`src/rtl/pcie_tlp_pkg.sv`:
```
// Shared TLP definitions for the RX framer and the Ethernet encapsulator:
// FIFO beat layout, header field constants and header decode helpers.
package pcie_tlp_pkg;

    localparam int TLP_LEN          = 11;
    localparam int TLP_TAG_W        = 8;
    localparam int TLP_FMT_4DW_BIT  = 0;
    localparam int TLP_FMT_DATA_BIT = 1;

    localparam logic [4:0] TLP_TYPE_CPL = 5'b01010;

    typedef struct packed {
        logic                 tvalid;
        logic                 tlast;
        logic [7:0]           tkeep;
        logic [63:0]          tdata;
        logic [21:0]          tuser;
        logic [TLP_LEN-1:0]   tlp_len;
        logic [TLP_TAG_W-1:0] tlp_tag;
    } PCIE_FIFO64_RX;

    typedef enum logic [2:0] {
        ST_IDLE   = 3'd0,
        ST_HOLD   = 3'd1,
        ST_STREAM = 3'd2,
        ST_FLUSH  = 3'd3,
        ST_DROP   = 3'd4
    } rx_state_e;

    // Header plus payload bytes; payloads above 256 DW are dropped upstream,
    // so the 11-bit truncation never affects a forwarded TLP.
    function automatic logic [TLP_LEN-1:0] tlp_total_len(input logic [2:0] fmt,
                                                         input logic [9:0] len);
        logic [TLP_LEN-1:0] hdr_bytes;
        logic [TLP_LEN-1:0] pay_bytes;
        hdr_bytes = fmt[TLP_FMT_4DW_BIT] ? 11'd16 : 11'd12;
        pay_bytes = fmt[TLP_FMT_DATA_BIT] ? {len[8:0], 2'b00} : 11'd0;
        return hdr_bytes + pay_bytes;
    endfunction

    // Completions carry their tag in DW2, requests in DW1.
    function automatic logic [TLP_TAG_W-1:0] tlp_tag_sel(input logic [31:0] dw0,
                                                         input logic [63:0] beat0,
                                                         input logic [63:0] beat1);
        logic [TLP_TAG_W-1:0] tag;
        if (dw0[28:24] == TLP_TYPE_CPL) begin
            tag = beat1[15:8];
        end else begin
            tag = beat0[47:40];
        end
        return tag;
    endfunction

endpackage

```
`src/rtl/pcie_tlp_rx_framer_if.sv`:
```
// RX AXI4-Stream from the PCIe core plus the write side of the TLP FIFO.
// The framer uses the slave view; the core/FIFO side uses the master view.
interface pcie_tlp_rx_framer_if;
    import pcie_tlp_pkg::*;

    logic          s_axis_rx_tvalid;
    logic          s_axis_rx_tready;
    logic [63:0]   s_axis_rx_tdata;
    logic [7:0]    s_axis_rx_tkeep;
    logic          s_axis_rx_tlast;
    logic [21:0]   s_axis_rx_tuser;
    logic          wr_en;
    PCIE_FIFO64_RX din;
    logic          full;

    modport slave (
        input  s_axis_rx_tvalid, s_axis_rx_tdata, s_axis_rx_tkeep,
               s_axis_rx_tlast, s_axis_rx_tuser, full,
        output s_axis_rx_tready, wr_en, din
    );

    modport master (
        output s_axis_rx_tvalid, s_axis_rx_tdata, s_axis_rx_tkeep,
               s_axis_rx_tlast, s_axis_rx_tuser, full,
        input  s_axis_rx_tready, wr_en, din
    );

endinterface

```
`src/rtl/pcie_tlp_rx_framer.sv`:
```
// Parses TLP headers off the PCIe RX stream and writes each beat to the TLP
// FIFO tagged with the final length and tag, delaying data by one held beat.
module pcie_tlp_rx_framer
    import pcie_tlp_pkg::*;
#(
    parameter int MAX_PAYLOAD_DW = 256
) (
    input  logic                 pcie_clk,
    input  logic                 pcie_rst,
    pcie_tlp_rx_framer_if.slave  rx,
    output logic [31:0]          rx_pkt_count,
    output logic [31:0]          drop_count
);

    rx_state_e            state_q, state_d;
    logic [63:0]          hold_data_q, hold_data_d;
    logic [7:0]           hold_keep_q, hold_keep_d;
    logic [21:0]          hold_user_q, hold_user_d;
    logic                 hold_last_q, hold_last_d;
    logic                 hold_vld_q, hold_vld_d;
    logic [TLP_LEN-1:0]   len_q, len_d;
    logic [TLP_TAG_W-1:0] tag_q, tag_d;
    logic [31:0]          rx_cnt_q, rx_cnt_d;
    logic [31:0]          drop_cnt_q, drop_cnt_d;

    logic                 tready_s;
    logic                 accept_s;
    logic                 wr_en_s;
    logic                 load_s;
    logic [TLP_TAG_W-1:0] tag_s;
    logic [2:0]           fmt_s;
    logic [9:0]           len_s;
    logic                 oversize_s;
    PCIE_FIFO64_RX        din_s;

    assign fmt_s      = rx.s_axis_rx_tdata[31:29];
    assign len_s      = rx.s_axis_rx_tdata[9:0];
    assign oversize_s = fmt_s[TLP_FMT_DATA_BIT] &
                        ((len_s == 10'd0) | ({22'd0, len_s} > 32'(MAX_PAYLOAD_DW)));

    // Input ready per state; nothing is accepted while in reset.
    always_comb begin
        tready_s = 1'b0;
        case (state_q)
            ST_IDLE, ST_DROP:   tready_s = 1'b1;
            ST_HOLD, ST_STREAM: tready_s = ~rx.full;
            default:            tready_s = 1'b0;
        endcase
        if (pcie_rst) begin
            tready_s = 1'b0;
        end else begin
            tready_s = tready_s;
        end
    end

    assign accept_s = rx.s_axis_rx_tvalid & tready_s;

    // Next-state, hold-register and counter updates.
    always_comb begin
        state_d     = state_q;
        hold_data_d = hold_data_q;
        hold_keep_d = hold_keep_q;
        hold_user_d = hold_user_q;
        hold_last_d = hold_last_q;
        hold_vld_d  = hold_vld_q;
        len_d       = len_q;
        tag_d       = tag_q;
        rx_cnt_d    = rx_cnt_q;
        drop_cnt_d  = drop_cnt_q;
        wr_en_s     = 1'b0;
        load_s      = 1'b0;
        tag_s       = tag_q;

        case (state_q)
            ST_IDLE: begin
                if (accept_s && rx.s_axis_rx_tlast) begin
                    drop_cnt_d = drop_cnt_q + 32'd1;
                end else if (accept_s) begin
                    load_s  = 1'b1;
                    len_d   = tlp_total_len(fmt_s, len_s);
                    tag_d   = 8'd0;
                    state_d = oversize_s ? ST_DROP : ST_HOLD;
                end else begin
                    state_d = ST_IDLE;
                end
            end
            ST_HOLD: begin
                // Beat 1 is in hand, so a completion tag is now known.
                if (accept_s) begin
                    tag_s   = tlp_tag_sel(hold_data_q[31:0], hold_data_q, rx.s_axis_rx_tdata);
                    tag_d   = tag_s;
                    wr_en_s = hold_vld_q;
                    load_s  = 1'b1;
                    state_d = rx.s_axis_rx_tlast ? ST_FLUSH : ST_STREAM;
                end else begin
                    state_d = ST_HOLD;
                end
            end
            ST_STREAM: begin
                if (accept_s) begin
                    wr_en_s = hold_vld_q;
                    load_s  = 1'b1;
                    state_d = rx.s_axis_rx_tlast ? ST_FLUSH : ST_STREAM;
                end else begin
                    state_d = ST_STREAM;
                end
            end
            ST_FLUSH: begin
                if (!rx.full) begin
                    wr_en_s    = hold_vld_q;
                    hold_vld_d = 1'b0;
                    rx_cnt_d   = rx_cnt_q + 32'd1;
                    state_d    = ST_IDLE;
                end else begin
                    state_d = ST_FLUSH;
                end
            end
            ST_DROP: begin
                if (accept_s && rx.s_axis_rx_tlast) begin
                    drop_cnt_d = drop_cnt_q + 32'd1;
                    state_d    = ST_IDLE;
                end else begin
                    state_d = ST_DROP;
                end
            end
            default: begin
                state_d = ST_IDLE;
            end
        endcase

        if (load_s) begin
            hold_data_d = rx.s_axis_rx_tdata;
            hold_keep_d = rx.s_axis_rx_tkeep;
            hold_user_d = rx.s_axis_rx_tuser;
            hold_last_d = rx.s_axis_rx_tlast;
            hold_vld_d  = 1'b1;
        end else begin
            hold_vld_d = hold_vld_d;
        end
    end

    // State, hold register and counters.
    always_ff @(posedge pcie_clk) begin
        if (pcie_rst) begin
            state_q     <= ST_IDLE;
            hold_data_q <= 64'd0;
            hold_keep_q <= 8'd0;
            hold_user_q <= 22'd0;
            hold_last_q <= 1'b0;
            hold_vld_q  <= 1'b0;
            len_q       <= 11'd0;
            tag_q       <= 8'd0;
            rx_cnt_q    <= 32'd0;
            drop_cnt_q  <= 32'd0;
        end else begin
            state_q     <= state_d;
            hold_data_q <= hold_data_d;
            hold_keep_q <= hold_keep_d;
            hold_user_q <= hold_user_d;
            hold_last_q <= hold_last_d;
            hold_vld_q  <= hold_vld_d;
            len_q       <= len_d;
            tag_q       <= tag_d;
            rx_cnt_q    <= rx_cnt_d;
            drop_cnt_q  <= drop_cnt_d;
        end
    end

    // FIFO beat: the held beat with its packet metadata.
    always_comb begin
        din_s = '0;
        if (!pcie_rst) begin
            din_s.tvalid  = wr_en_s;
            din_s.tlast   = hold_last_q;
            din_s.tkeep   = hold_keep_q;
            din_s.tdata   = hold_data_q;
            din_s.tuser   = hold_user_q;
            din_s.tlp_len = len_q;
            din_s.tlp_tag = tag_s;
        end else begin
            din_s = '0;
        end
    end

    assign rx.s_axis_rx_tready = tready_s;
    assign rx.wr_en            = wr_en_s & ~pcie_rst;
    assign rx.din              = din_s;
    assign rx_pkt_count        = rx_cnt_q;
    assign drop_count          = drop_cnt_q;

endmodule

```
`src/flat_wrapper.sv`:
```
// flat-port wrapper written by rule: the top's interface ports become plain ports
module pcie_tlp_rx_framer_flat import pcie_tlp_pkg::*;
#(
    parameter int MAX_PAYLOAD_DW = 256
)
  (pcie_clk, pcie_rst, rx_pkt_count, drop_count, rx_s_axis_rx_tvalid, rx_s_axis_rx_tdata, rx_s_axis_rx_tkeep, rx_s_axis_rx_tlast, rx_s_axis_rx_tuser, rx_full, rx_s_axis_rx_tready, rx_wr_en, rx_din);
  pcie_tlp_rx_framer_if rx_i ();
  input  logic pcie_clk;
  input  logic pcie_rst;
  output logic [31:0] rx_pkt_count;
  output logic [31:0] drop_count;
  input wire logic [$bits(rx_i.s_axis_rx_tvalid)-1:0] rx_s_axis_rx_tvalid;
  input wire logic [$bits(rx_i.s_axis_rx_tdata)-1:0] rx_s_axis_rx_tdata;
  input wire logic [$bits(rx_i.s_axis_rx_tkeep)-1:0] rx_s_axis_rx_tkeep;
  input wire logic [$bits(rx_i.s_axis_rx_tlast)-1:0] rx_s_axis_rx_tlast;
  input wire logic [$bits(rx_i.s_axis_rx_tuser)-1:0] rx_s_axis_rx_tuser;
  input wire logic [$bits(rx_i.full)-1:0] rx_full;
  output wire logic [$bits(rx_i.s_axis_rx_tready)-1:0] rx_s_axis_rx_tready;
  output wire logic [$bits(rx_i.wr_en)-1:0] rx_wr_en;
  output wire logic [$bits(rx_i.din)-1:0] rx_din;
  assign rx_i.s_axis_rx_tvalid = rx_s_axis_rx_tvalid;
  assign rx_i.s_axis_rx_tdata = rx_s_axis_rx_tdata;
  assign rx_i.s_axis_rx_tkeep = rx_s_axis_rx_tkeep;
  assign rx_i.s_axis_rx_tlast = rx_s_axis_rx_tlast;
  assign rx_i.s_axis_rx_tuser = rx_s_axis_rx_tuser;
  assign rx_i.full = rx_full;
  assign rx_s_axis_rx_tready = rx_i.s_axis_rx_tready;
  assign rx_wr_en = rx_i.wr_en;
  assign rx_din = rx_i.din;
  pcie_tlp_rx_framer #(.MAX_PAYLOAD_DW(MAX_PAYLOAD_DW)) u_core (.pcie_clk(pcie_clk), .pcie_rst(pcie_rst), .rx(rx_i), .rx_pkt_count(rx_pkt_count), .drop_count(drop_count));
endmodule
```
`config.mk`:
```
export PLATFORM = sky130hd
export DESIGN_NAME = pcie_tlp_rx_framer_flat
export DESIGN_NICKNAME = d
export VERILOG_FILES = /design/src/rtl/pcie_tlp_pkg.sv /design/src/rtl/pcie_tlp_rx_framer_if.sv /design/src/rtl/pcie_tlp_rx_framer.sv /design/src/flat_wrapper.sv
export SDC_FILE = /design/constraint.sdc
export NUM_CORES = 1
export LEC_CHECK = 0
export CAP_MARGIN = 0
export CORE_MARGIN = 2
export CORE_UTILIZATION = 46
export CTS_CLUSTER_DIAMETER = 30
export DETAILED_ROUTE_END_ITERATION = 8
export HOLD_SLACK_MARGIN = 0.03
export PLACE_DENSITY = 0.82
export SETUP_SLACK_MARGIN = 0.02
export SLEW_MARGIN = 20
export SYNTH_ARGS = -nofsm -noshare
export SYNTH_HDL_FRONTEND = slang
export SYNTH_SLANG_ARGS = --single-unit
```
`constraint.sdc`:
```
create_clock -name pcie_clk -period 3.1 [get_ports pcie_clk]
set_input_delay 0.465 -clock pcie_clk [delete_from_list [all_inputs] [get_ports pcie_clk]]
set_output_delay 0.465 -clock pcie_clk [all_outputs]
set_load 0.05 [all_outputs]
```
Word-level counts from Yosys, hierarchy flattened
Cells that the tools add are included.

Input bits: 99. Flip-flop bits (word level): 182. Output and inout port bits: 181. Word-level logic and storage cells: 70.

Bitwise gates (word level): 7. Eq/ne operators: 8. Mux-type cells: 29. Reduce and logical (&&, ||, !) cells: 12. Add/subtract/negate cells: 3. Order comparisons: 1.

Operator list (count): 115-bit two-way mux (1); 32-bit by 1-bit adder with 32-bit output (second input constant) (2); 8-bit two-way mux (5); 3-bit two-way mux (6); 8-bit case mux with 2 select lines (1); 3-bit case mux with 5 select lines (1); 11-bit adder (1); 11-bit two-way mux (1); 10-bit by 9-bit > comparator with 1-bit output (second input constant) (1); 10-bit zero test (1); 1-bit two-way mux (9); 3-bit by 2-bit == test with 1-bit output (second input constant) (2); 1-bit case mux with 2 select lines (3); 2-bit AND reduction (3); 3-bit AND reduction (2); 5-bit by 4-bit == test with 1-bit output (second input constant) (1); 5-bit two-way mux (1); 2-bit by 1-bit inequality test with 1-bit output (second input constant) (2); 2-bit nonzero test (2); 2-bit OR reduction (2); 1-bit AND (3); 3-bit by 1-bit == test with 1-bit output (second input constant) (1); 3-bit == test (second input constant) (1); 3-bit zero test (1); 5 further kinds (7).

Logic depth before layout (Yosys ltp)
Gate-level depths: netlist (run 1).

Depth in word-level cells: 10. Mapped depth: 8. Gate-level depth less buffers: 7.

Worst setup path before layout (run 1)
No wires, ideal clock.

Path kind: input -> output. Start: input rx_s_axis_rx_tvalid. End: output rx_din[7]. Buffers on the path: 2. Arrival time: 2.852 ns. Data required time: 2.635 ns. Stages: 6. Path slack: -0.217 ns. Cell sequence: nor3b_1 and2_0 clkbuf_1 clkbuf_1 nor2_1 a311oi_1.

Longest elaborated chain between the ends: 4.

RTL lines: from (decl) (RTL line flat_wrapper.sv:12) `input wire logic [$bits(rx_i.s_axis_rx_tvalid)-1:0] rx_s_axis_rx_tvalid;`; 1-bit AND (RTL line pcie_tlp_rx_framer.sv:56) `assign accept_s = rx.s_axis_rx_tvalid & tready_s;`; 8-bit two-way mux (RTL line pcie_tlp_rx_framer.sv:89) `if (accept_s) begin`; 8-bit two-way mux (RTL line pcie_tlp_rx_framer.sv:74) `case (state_q)`; 115-bit two-way mux (RTL line pcie_tlp_rx_framer.sv:172) `if (!pcie_rst) begin`; to (decl) (RTL line flat_wrapper.sv:20) `output wire logic [$bits(rx_i.din)-1:0] rx_din;`.

Every way passes these cells.

Final worst setup path (run 1)
Start: input rx_s_axis_rx_tvalid. End: output rx_din[4].

Same word-level chain as after synthesis.

==> flow_metrics.env, run 1 <==
export IMPL_ys_seq_area_share_pct=42.54
export IMPL_die_y_um=139.7
export IMPL_hp_class="in -> reg"
export IMPL_setup_violations=0
export IMPL_setup_tns_final_ns=0
export IMPL_crit_start="rx_s_axis_rx_tvalid"
export IMPL_leakagePower_nw=4.049
export IMPL_avgRoutedWirePerCell_um=15.53
export IMPL_peakVddDrop_v=0.0003813
export IMPL_powerDensity_nw_per_um2=430.2
export IMPL_route_detailed_drc=0
export IMPL_clock_path_buffers=2
export IMPL_reg2reg_from="u_core.state_q[0]"
export IMPL_design_core_area_um2=18020
export IMPL_seq_area_um2=3603
export IMPL_cpMostUsedCell="buf_12"
export IMPL_hold_viol_final=0
export IMPL_crit_required_ns=2.63
export IMPL_critical_path_slowest_cell="clkdlybuf4s50_1"
export IMPL_hold_depth=2
export IMPL_antenna_cells=0
export IMPL_drv_slew=0
export IMPL_yosysUniqueCellTypes=57
export IMPL_crit_path_end_kind="output pin"
export IMPL_drt_total_wl_mm=24.19
export IMPL_status="finished, final reports clean"
export IMPL_htree_levels=4
export IMPL_synth_warnings=0
export IMPL_multi_input_area_um2=4567
export IMPL_yosys_area_top_type_share_pct=42.54
export IMPL_max_cap_violations=0
export IMPL_drt_pass1_iterations=5
export IMPL_worst_path_largest_cell_delay_ns=0.56
export IMPL_rsz0062_at_grt="no"
export IMPL_max_slew_margin_pct=50.54
export IMPL_avgSynthCellArea_um2=7.836
export IMPL_crit_path_start_kind="input pin"
export IMPL_vias=8380
export IMPL_netlist_instances=1081
export IMPL_grt_antenna_before_repair=1
export IMPL_yosysTopAreaCell="dfxtp_1"
export IMPL_fmax_ghz=0.3534
export IMPL_drtAntennaViolNets=0
export IMPL_dp_hpwl_mm=17.07
export IMPL_globalRouteTotalUtil_pct=24.39
export IMPL_finalNonFillerCells=1558
export IMPL_cts_tree="done"
export IMPL_period_minus_slack_ns=2.830
export IMPL_synth_edf_count=0
export IMPL_ys_flop_type="dfxtp_1"
export IMPL_cts_buffers=17
export IMPL_final_cell_mix="266 x clkdlybuf4s50_1, 228 x nand2_1, 180 x dfxtp_1"
export IMPL_dr_first_iter_drc_count=361
export IMPL_worstSetupPathType="in -> out"
export IMPL_critPathMaxFanout=25
export IMPL_grt_start_max_net_pins=97
export IMPL_dp_cells=1527
export IMPL_r2r_cells=4
export IMPL_via_per_inst=5.379
export IMPL_crit_path_cell_trace="clkdlybuf4s50_1, nor3b_2, and2_0, buf_12, nor2_1, a311oi_2, buf_12"
export IMPL_cp_depth=7
export IMPL_grt_pass1_vias=7867
export IMPL_clock_latency_ns=0.43
export IMPL_syn_area_um2=8471
export IMPL_crit_family="buffers and inverters"
export IMPL_globalplace_congestion=0.8481
export IMPL_drive_above_1_share_pct=7.299
export IMPL_clk_pin_slew_ns=0.06
export IMPL_path_buf_inv=3
export IMPL_yosys_top_cells_area="dfxtp_1 43%, nand2_1 10%, a21oi_1 8.7%"
export IMPL_ys_ff_latch=180
export IMPL_num_io_pins=280
export IMPL_grt_first_pass_wirelength_mm=39.42
export IMPL_die_x_um=139.7
export IMPL_root_buffer="clkbuf_16"
export IMPL_syn_to_final_growth_pct=44.30
export IMPL_final_common_cell="clkdlybuf4s50_1"
export IMPL_clock_sinks=180
export IMPL_clock_skew_ns=0.01126
export IMPL_cp_data_arrival_time_ns=2.36
export IMPL_io_buffers=277
export IMPL_rows=49
export IMPL_nNetsFinal=1422
export IMPL_tightest_slew_ns=0.7369
export IMPL_min_from="pcie_rst"
export IMPL_overflow=0
export IMPL_die_area_um2=19520
export IMPL_fillers=1527
export IMPL_initial_utilization_pct=46.99
export IMPL_finalCritPeriodShare_pct=91.28
export IMPL_hold_buffers=0
export IMPL_ys_async_sr_fraction_pct=0
==> cell families (layout without fill, tap and decap cells) <==
logic type / after synthesis / after routing / share of synthesized area [%]
mux: 13 / 13 / 1.684
buf+inv: 94 / 341 / 4.328
compound gates: 232 / 232 / 16.04
simple gates: 534 / 534 / 32.22
fa+ha+maj: 6 / 6 / 0.9749
other cells: 1 / 2 / 0.04427
xor+xnor: 21 / 21 / 2.171
flops: 180 / 180 / 42.54
==> layout make-up <==
type	instances	area share (%)
multi-input cells	808	37.36
well taps	229	2.344
clock buffers	19	3.624
inverters	12	0.3685
clock inverters	12	1.177
flip-flops and latches	180	29.48
repair buffers	298	25.64
==> repair_timing <==
item / 4_1_cts / 5_1_grt
resized for setup: 0 / 1
buffers inserted: 0 / 0
endpoints found under the setup margin: 0 / 1
hold endpoints to repair: 0 / 0
==> where the power goes <==
| group | internal, mW | switching, mW | total, mW |
|---|---|---|---|
| logic | 0.289 | 0.383 | 0.671 |
| registers | 2.37 | 0.0351 | 2.41 |
| clock network | 1.22 | 0.955 | 2.18 |
==> metrics by stage <==
stage | utilization (%) | setup slack (ns) | power (mW) | hold WS, ns | area [um^2]
after global routing | 67.81 | 0.1545 | 5.453 | 0.2636 | 12220
after CTS | 67.78 | 0.1190 | 5.300 | 0.2491 | 12220
after floorplan | - | 0.08773 | 2.837 | 0.4318 | 8524
final | 67.81 | 0.2704 | 5.258 | 0.2676 | 12220
after global placement | 64.53 | 0.08258 | 3.124 | 0.4367 | 11630
after detailed placement | 64.53 | 0.02555 | 3.134 | 0.4417 | 11630
==> registers in the layout, indices dropped and copies added, names as in the netlist <==
register / cells
u_core.drop_count: 32
u_core.hold_last_q: 1
u_core.len_q: 9
u_core.tag_q: 8
u_core.rx_pkt_count: 32
u_core.hold_user_q: 22
u_core.hold_vld_q: 1
u_core.hold_data_q: 64
u_core.state_q: 3
u_core.hold_keep_q: 8
==> worst register-to-register path, stage by stage, from the launching register on <==
cell,delay (ns)
dfxtp_1,0.45
or4b_4,0.59
or4_1,0.76
nor4_1,0.34
mux2_2,0.37
==> Yosys cell counts, drive strengths merged, types with 2 or more instances <==
master and count:
nand2b 2, a31o 2, ha 5, nor3 10
a21bo 8, xor2 12, nand2 228, and2 12
nor2 40, a21oi 148, nand4 23, or3 9
clkbuf 65, mux2 10, and4 11, o31ai 31
mux2i 3, and3 7, nor2b 110, or4b 2
nor4 6, o2bb2ai 3, inv 11, xnor2 9
or2 2, nand3 29, a311oi 8, or4 33
buf 17, dfxtp 180, nor3b 4, o21ai 22
==> path summary, 6_finish.rpt <==
kind | end | slack (ns)
worst max-delay path | rx_din[4] | 0.27
worst min-delay path | u_core.state_q[2] | 0.27
worst max register to register | u_core.drop_count[31] | 0.48
worst min register to register | u_core.hold_data_q[11] | 0.45
==> layer usage <==
layer | wire length [um] | vias up | share of wire (%) | global-route usage, %
met4 | 592 | 0 | 2.4 | 9.211
met3 | 1441 | 39 | 6.0 | 6.297
met5 | 0 | - | 0 | 0
met2 | 12040 | 221 | 50 | 41.62
li1 | - | 4212 | - | -
met1 | 10110 | 3908 | 42 | 29.57
Power figures use the tool's default switching activity.
==> inputs of run 2 (changes only) <==
--- a/config.mk
+++ b/config.mk
@@ -12,7 +12,7 @@
 export DETAILED_ROUTE_END_ITERATION = 8
 export HOLD_SLACK_MARGIN = 0.03
 export PLACE_DENSITY = 0.82
-export SETUP_SLACK_MARGIN = 0.02
+export SETUP_SLACK_MARGIN = 0.3
 export SLEW_MARGIN = 20
 export SYNTH_ARGS = -nofsm -noshare
 export SYNTH_HDL_FRONTEND = slang
==> flow_metrics.env, run 2 (same netlist as run 1, synthesis figures left out) <==
export IMPL_dr_wl_met2_mm=12.39
export IMPL_dp_hpwl_mm=17.22
export IMPL_crit_required_ns=2.63
export IMPL_hp_class="in -> reg"
export IMPL_hold_viol_final=0
export IMPL_grt_first_pass_wirelength_mm=39.61
export IMPL_globalRouteTotalUtil_pct=24.62
export IMPL_route_detailed_drc=0
export IMPL_design_core_area_um2=18020
export IMPL_grt_antenna_before_repair=1
export IMPL_syn_to_final_growth_pct=44.30
export IMPL_peakVddDrop_v=0.0003882
export IMPL_die_area_um2=19520
export IMPL_clock_sinks=180
export IMPL_finalNonFillerCells=1561
export IMPL_htree_levels=4
export IMPL_leakagePower_nw=4.087
export IMPL_die_x_um=139.7
export IMPL_cp_data_arrival_time_ns=2.26
export IMPL_finalCritPeriodShare_pct=87.81
export IMPL_overflow=0
export IMPL_switching_share_pct=26.43
export IMPL_r2r_setup_slack_ns=0.76
export IMPL_clockPowerShare_pct=41.1
export IMPL_min_from="pcie_rst"
export IMPL_crit_path_end_kind="output pin"
export IMPL_die_y_um=139.7
export IMPL_p_comb_share_pct=12.9
export IMPL_grt_pass1_vias=7865
export IMPL_clk_pin_slew_ns=0.06
export IMPL_period_minus_slack_ns=2.722
export IMPL_seq_area_um2=3603
export IMPL_status="finished, final reports clean"
export IMPL_ctsResizeCount=0
export IMPL_multi_input_area_um2=4587
export IMPL_io_buffers=277
export IMPL_globalplace_congestion=0.7948
export IMPL_rows=49
export IMPL_drt_pass1_iterations=5
export IMPL_reg2reg_from="u_core.state_q[0]"
export IMPL_hold_end="u_core.state_q[2]"
export IMPL_num_io_pins=280
export IMPL_max_slew_margin_pct=52.08
export IMPL_power_frac_seq_pct=46.0
export IMPL_wl_met3_mm=1.639
export IMPL_fmax_ghz=0.3674
export IMPL_clock_latency_ns=0.43
export IMPL_critPathMaxFanout=25
export IMPL_final_cell_mix="259 x clkdlybuf4s50_1, 228 x nand2_1, 180 x dfxtp_1"
export IMPL_vias=8490
export IMPL_crit_start="rx_s_axis_rx_tvalid"
export IMPL_wl_met1_mm=10.38
export IMPL_clock_path_buffers=2
export IMPL_p_int_mw=3.851
export IMPL_largest_reg_flops=64
export IMPL_dr_first_iter_drc_count=402
export IMPL_avgRoutedWirePerCell_um=15.95
export IMPL_top_register="u_core.hold_data_q"
export IMPL_fillers=1516
export IMPL_powerDensity_nw_per_um2=428.2
export IMPL_p_switching_mw=1.383
export IMPL_nNetsFinal=1423
export IMPL_hold_depth=2
export IMPL_dp_cells=1528
export IMPL_cts_tree="done"
export IMPL_crit_path_start_kind="input pin"
export IMPL_via_per_inst=5.439
export IMPL_max_cap_violations=0
export IMPL_drv_slew=0
export IMPL_final_common_cell="clkdlybuf4s50_1"
export IMPL_hold_buffers=0
export IMPL_cts_buffers=17
export IMPL_root_buffer="clkbuf_16"
export IMPL_initial_utilization_pct=46.99
export IMPL_r2r_cells=5
export IMPL_tightest_slew_ns=0.7140
export IMPL_setup_violations=0
export IMPL_setup_tns_final_ns=0
export IMPL_worstSetupPathType="in -> out"
export IMPL_clock_skew_ns=0.01031
export IMPL_drive_above_1_share_pct=7.964
export IMPL_top_layer="met4"
export IMPL_drtAntennaViolNets=0
export IMPL_post_cts_buffers=0
export IMPL_r2r_end="u_core.drop_count[31]"
export IMPL_grt_start_max_net_pins=92
export IMPL_drt_total_wl_mm=24.90
export IMPL_rsz0062_at_grt="no"
run 2: cell count changes in the layout (fill, tap and decap cells not counted), moves of 2 or more:
cell / delta
buf_4: +8
dlymetal6s2s_1: +2
buf_12: -2
clkinv_4: +4
inv_6: -2
clkdlybuf4s50_1: -7
clkbuf_8: +2
run 2: final cells by class:
cell class | instances | share of cell area (%)
Multi-Input combinational cell | 808 | 37.53
Clock buffer | 21 | 3.849
Clock inverter | 11 | 0.9725
Tap cell | 229 | 2.344
Antenna cell | 1 | 0.02047
Sequential cell | 180 | 29.48
Inverter | 12 | 0.3685
Timing Repair Buffer | 299 | 25.44
run 2: how the worst max path moves through the flow:
stage / endpoint / slack [ns] / cells past startpoint
after floorplan: rx_din[7] / 0.26 / 6
after global routing: rx_din[4] / 0.30 / 8
final: rx_din[0] / 0.38 / 8
after global placement: u_core.drop_count[27] / 0.24 / 6
after detailed placement: u_core.drop_count[31] / 0.18 / 6
after CTS: rx_din[5] / 0.33 / 8
run 2: power by group through the flow:
stage                     clock network [mW]  logic, mW  registers [mW]
after floorplan                            0      0.382            2.46
after global placement                     0      0.664            2.46
after detailed placement                   0      0.673            2.46
after CTS                               2.20      0.676            2.41
after global routing                    2.29      0.727            2.41
final                                   2.15      0.675            2.41
run 2: worst max-delay path, stage by stage:
cell	delay [ns]
clkdlybuf4s50_1	0.47
buf_4	0.14
nor3b_2	0.19
and2_0	0.22
buf_12	0.19
nor2_1	0.07
a311oi_2	0.33
buf_12	0.18
run 2: through the flow:
stage	setup WS (ns)	utilization [%]	cell area (um^2)	power, mW	hold slack, ns
after detailed placement	0.1838	64.45	11620	3.131	0.4417
after global routing	0.3014	67.81	12220	5.431	0.3153
after floorplan	0.2568	-	8539	2.837	0.4318
final	0.3780	67.81	12220	5.234	0.3212
after global placement	0.2429	64.45	11620	3.120	0.4366
after CTS	0.3312	67.71	12210	5.278	0.2945
run 2: layer usage:
metal  vias to the layer above  GRT usage (%)
met1                      4001          29.36
met2                       246          42.54
li1                       4211              -
met4                         0          8.632
met5                         -              0
met3                        32          6.848
